--- config.mk ---
export PLATFORM = sky130hd
export DESIGN_NAME = neuron_accumulator
export DESIGN_NICKNAME = d
export VERILOG_FILES = /design/src/rtl/neuron_accumulator.sv
export SDC_FILE = /design/constraint.sdc
export NUM_CORES = 1
export LEC_CHECK = 0
export BUFFER_PORTS_ARGS = -buffer_cell sky130_fd_sc_hd__buf_2
export CAP_MARGIN = 0
export CORE_ASPECT_RATIO = 0.8
export CORE_MARGIN = 5
export CORE_UTILIZATION = 63
export DETAILED_ROUTE_END_ITERATION = 6
export PLACE_DENSITY = 0.86
export SYNTH_ARGS = -nofsm -noshare
export SYNTH_HDL_FRONTEND = slang
export SYNTH_SLANG_ARGS = --single-unit
--- constraint.sdc ---
create_clock -name clk -period 8.1 [get_ports clk]
set_input_delay 0.81 -clock clk [delete_from_list [all_inputs] [get_ports clk]]
set_output_delay 0.81 -clock clk [all_outputs]
set_load 0.01 [all_outputs]
--- src/rtl/neuron_accumulator.sv ---
// Purpose: accumulate N_INPUTS (pixel, weight) pairs plus a bias into one saturated neuron sum (RELU_EN: clamp negatives to 0).
// Latency: result valid in the cycle after the final pair handshake; one bubble cycle between samples.
// Backpressure: in_ready drops while a result waits for out_ready; pairs offered then are dropped and flagged sticky.
module neuron_accumulator #(
    parameter int                        N_INPUTS  = 784,
    parameter int                        W_WIDTH   = 8,
    parameter int                        OUT_WIDTH = 16,
    parameter logic signed [W_WIDTH-1:0] BIAS      = '0
) (
    input  logic                 clk,
    input  logic                 rst,
    input  logic                 in_valid,
    output logic                 in_ready,
    input  logic                 in_pixel,
    input  logic [W_WIDTH-1:0]   in_weight,
    output logic                 out_valid,
    input  logic                 out_ready,
    output logic [OUT_WIDTH-1:0] out_data,
    output logic                 out_count_err
);

    // Accumulator is wide enough for N_INPUTS weights plus the bias, so no intermediate overflow.
    localparam int ACC_W = W_WIDTH + $clog2(N_INPUTS) + 1;
    localparam int CNT_W = $clog2(N_INPUTS);

    localparam logic [CNT_W-1:0]        LAST_IDX = CNT_W'(N_INPUTS - 1);
    localparam logic signed [ACC_W-1:0] BIAS_EXT = {{(ACC_W-W_WIDTH){BIAS[W_WIDTH-1]}}, BIAS};
    localparam logic signed [ACC_W-1:0] SAT_MAX  = {{(ACC_W-OUT_WIDTH+1){1'b0}}, {(OUT_WIDTH-1){1'b1}}};
    localparam logic signed [ACC_W-1:0] SAT_MIN  = {{(ACC_W-OUT_WIDTH+1){1'b1}}, {(OUT_WIDTH-1){1'b0}}};

    typedef enum logic {
        ACCUM = 1'b0,
        HOLD  = 1'b1
    } state_t;

    state_t                  state;
    state_t                  state_nxt;
    logic signed [ACC_W-1:0] acc;
    logic        [CNT_W-1:0] cnt;
    logic signed [ACC_W-1:0] term;
    logic signed [ACC_W-1:0] sum_total;
    logic [OUT_WIDTH-1:0]    out_word;
    logic                    accept;
    logic                    last_pair;

    // Handshake flags decode from registered state; reset forces in_ready low.
    assign in_ready  = (state == ACCUM) && !rst;
    assign out_valid = (state == HOLD);
    assign accept    = in_valid && in_ready;
    assign last_pair = accept && (cnt == LAST_IDX);

    assign term      = in_pixel ? {{(ACC_W-W_WIDTH){in_weight[W_WIDTH-1]}}, in_weight} : '0;
    assign sum_total = acc + term + BIAS_EXT;

    // Clamp the final sum into the output range; optional ReLU on top.
    always_comb begin
        out_word = sum_total[OUT_WIDTH-1:0];
        if (sum_total > SAT_MAX) begin
            out_word = {1'b0, {(OUT_WIDTH-1){1'b1}}};
        end else if (sum_total < SAT_MIN) begin
            out_word = {1'b1, {(OUT_WIDTH-1){1'b0}}};
        end
`ifdef RELU_EN
        if (out_word[OUT_WIDTH-1]) begin
            out_word = '0;
        end
`endif
    end

    // State register.
    always_ff @(posedge clk) begin
        if (rst) begin
            state <= ACCUM;
        end else begin
            state <= state_nxt;
        end
    end

    // Next state: leave ACCUM on the final pair, leave HOLD on the output handshake.
    always_comb begin
        state_nxt = state;
        case (state)
            ACCUM: if (last_pair) state_nxt = HOLD;
            HOLD:  if (out_ready) state_nxt = ACCUM;
            default: state_nxt = ACCUM;
        endcase
    end

    // Running sum and pair counter; both restart once the final pair is folded in.
    always_ff @(posedge clk) begin
        if (rst) begin
            acc <= '0;
            cnt <= '0;
        end else if (last_pair) begin
            acc <= '0;
            cnt <= '0;
        end else if (accept) begin
            acc <= acc + term;
            cnt <= cnt + CNT_W'(1);
        end
    end

    // Result register: written only on the final pair so it stays stable through HOLD and after.
    always_ff @(posedge clk) begin
        if (rst) begin
            out_data <= '0;
        end else if (last_pair) begin
            out_data <= out_word;
        end
    end

    // Sticky flag for pairs offered while the block cannot take them.
    always_ff @(posedge clk) begin
        if (rst) begin
            out_count_err <= 1'b0;
        end else if (in_valid && !in_ready) begin
            out_count_err <= 1'b1;
        end
    end

endmodule

==> summary.txt <==
Worst setup path
  • Crit path kind: in -> reg
  • Bufs and invs on worst path: 1
  • Crit path largest cell delay: approximately 430 ps
  • Worst setup SP type: input port
  • Critical path endpoint category: register
  • Crit path cell chain: buf_2 > and2_1 > ha_1 > fa_1 > a211oi_1 > o21ai_1 > a21oi_1 > mux2i_1 > xnor2_1 > nor4_2 > or2_1 > a211oi_2
  • Max FO, Critical Path: 11
  • Delay-heaviest family, CP: compound AO/OA/AOI/OAI gates
  • CP max-delay cell: fa_1
  • Required time of the critical path: a little over 8000 ps
  • CP arrival: about 4000 ps

Power and ir drop
  • Combinational share of power: 0.165
  • Pwr dens: ~160 nW/um^2
  • Sw Ratio: 0.2863
  • Pint: around 340 uW
  • VDD IR-drop max: about 100 uV
  • Clock share of power: 0.329
  • P_sw: about 140 uW
  • Pleak: ~0.0013 uW
  • Flop pwr share: 0.505

Timing
  • Tcrit/Tclk final: 0.4722
  • Final Skew: between 5 and 6 ps
  • Fmax: ~260 MHz
  • Max-slew violations: 0
  • Endpoints failing setup: 0
  • Final min period: between 3000 and 4000 ps
  • Setup ws final: ~4300 ps
  • Relative slew slack: 0.3356
  • Worst Max-Slew Pin Slew: 994.2 ps
  • Final hold slack: approximately 470 ps
  • Final Hold Fails: 0
  • Unrepaired setup endpoints after global routing: no
  • Final setup TNS: 0 ps

Clocking
  • Clock latency on the worst-skew pair: between 300 and 400 ps
  • Root Buffer: clkbuf_8
  • Clock-pin transition on the worst setup and hold timing paths: roughly 80 ps
  • Num Clock Sinks: 47
  • CTS H-tree depth: 2
  • TritonCTS Buffers: 5
  • Setup bufs post-CTS: 0
  • CTS Hold Buffers Added: 0
  • Clock tree buffer depth: 2
  • CTS resizes: 0
  • CTS tree: built

Detailed routing
  • 1st-iter DRT viols: 235
  • Vias post-DR: ~2500
  • Via density: a little over 6
  • DRT Pass-1 Iters: 5
  • Post-route ant nets: 0
  • DR WL/cell: around 16 microns
  • Post-route DRC: 0
  • Total wire length: between 6000 and 7000 microns

Yosys
  • Syn_area_per_cell: 8.386 sq um
  • Syn Std Cell Area: roughly 2800 sq um
  • Synth unique cells: 55
  • Cells after synthesis: between 300 and 400
  • Synth async-reset ratio: 0
  • Post-synth top cells: 48 x nor2_1, 47 x dfxtp_1, 36 x nand2_1
  • Synth Flop Type: dfxtp_1
  • Syn. warnings: 0
  • Syn Nets: about 360
  • Post-synth EDFFs: 0
  • Synth top area share: 0.3369
  • Area contributors post-synth: dfxtp_1 34%, nor2_1 6.5%, xor2_1 5.6%
  • Post-synthesis sequential area ratio: 0.3369
  • Yosys top cell by area: dfxtp_1
  • #FFs+latches synth: 47
  • Top-count cell post-synth: nor2_1

Die
  • Die footprint: approximately 5900 sq um
  • FP Rows: 21
  • Initial Util: 0.6602
  • Core area: around 4200 sq um
  • Height of the die: 69.55 microns
  • Chip width: between 80 and 90 microns
  • IO Pins: 32

Final layout
  • Share of cells above drive strength 1: 0.1751
  • Post-Layout Cell Count: between 400 and 500
  • Reg area: between 900 and 1000 sq um
  • Area Growth Syn to Fin: 8.423%
  • Diodes inserted: 0
  • Post-route cell area: about 3000 sq um
  • Number of fill cells: approximately 350
  • Fin nets: approximately 380
  • Multi-input gate area: 1745 sq um

Placed design
  • Hpwl dp: 4790 microns
  • Pre-CTS setup slack: 4037 ps
  • Placed Area: 2924 sq um
  • IO Port Bufs: 31
  • Post-Place Cells: ~400
  • Placer congestion estimate: 0.9610

Global routing
  • Vias in the first global route: 2265
  • Gr ovfl total: 0
  • Global Route Usage Sum: 0.2332
  • Largest net degree at the start of global routing: 28
  • First-pass GRT wire length: ~11000 microns
  • Initial antenna violation count: 0

Status
  • Status: complete, no violations

Run
  • Maxcap violations: 0

Min path
  • Worst min-delay path class: reg -> reg
-- layout by cell type (no fill, tap or decap), types with 2 or more instances in the layout --
cell type	count
o21ai_1	3
a211oi_1	3
dfxtp_1	47
or3_1	2
nor2_1	48
and2_1	9
nand2b_1	2
ha_1	9
a21oi_1	20
o22ai_1	2
nor3_2	2
o31ai_1	2
buf_2	31
nor3_1	5
or2_1	2
and4_1	2
inv_1	2
clkbuf_8	7
nor3b_2	3
or4_4	2
o21ai_0	13
a211oi_2	6
o211ai_2	2
nand2_1	36
a211o_1	7
a21o_1	2
xor2_1	18
nor4_1	3
o211ai_1	2
nand4_1	4
mux2i_1	3
xnor2_1	16
and3_1	9
nand3_1	9
nor4_2	2
-- kinds of logic after synthesis --
group,after synthesis,synth area share
AO/OA/AOI/OAI,73,0.1904
XOR/XNOR,35,0.1125
adder cells (fa/ha/maj),10,0.04749
buffers and inverters,21,0.03808
flip-flops,47,0.3369
multiplexers,3,0.01075
AND/OR/NAND/NOR,144,0.2639
-- area by class of cell --
class | instances | area share
clock inverter | 1 | 0.002479
timing repair buffer | 31 | 0.05124
inverter | 3 | 0.003719
clock buffer | 7 | 0.03182
multi-input combinational | 265 | 0.5764
sequential | 47 | 0.3107
tap | 57 | 0.02355
-- path summary, 6_finish.rpt --
check / startpoint / endpoint / slack, ps / depth (start not counted)
max: in_pixel / out_data[10] / 4280 / 12
min: acc[0] / acc[0] / 470 / 2
max reg2reg: out_valid / acc[2] / 4610 / 6
min reg2reg: acc[0] / acc[0] / 470 / 2
-- registers in the layout (all words and copies together), names as in the netlist --
signal	count
out_count_err	1
acc	19
out_data	16
cnt	10
out_valid	1
-- worst reg2reg max path: stages, from the launching register on --
cell	delay, ps
dfxtp_1	340
nor2_1	160
and2_1	640
and4_1	400
nand4_1	630
nand2_1	1030
nor3_1	130
-- per-stage QoR --
step | power (uW) | utilization
final | 479.6 | 0.7158
after global routing | 498.2 | 0.7158
after CTS | 477.9 | 0.7158
after detailed placement | 323.7 | 0.6912
after global placement | 322.2 | 0.6912
after floorplan | 307.9 | -
-- layer usage --
| metal | track usage | wire length [microns] | share of wire |
|---|---|---|---|
| met1 | 0.3411 | 3176 | 0.47 |
| met2 | 0.3380 | 2819 | 0.42 |
| met3 | 0.05701 | 653 | 0.097 |
| met4 | 0.06854 | 96 | 0.014 |
| met5 | 0 | 0 | 0 |
-- power groups by stage --
stage,combinational [uW],sequential (uW),clock (uW)
after floorplan,64.0,244,0
after global placement,74.8,247,0
after detailed placement,76.1,248,0
after CTS,77.3,242,158
after global routing,86.2,243,169
final,79.3,242,158
No activity file was read; power rests on OpenSTA's default activity.
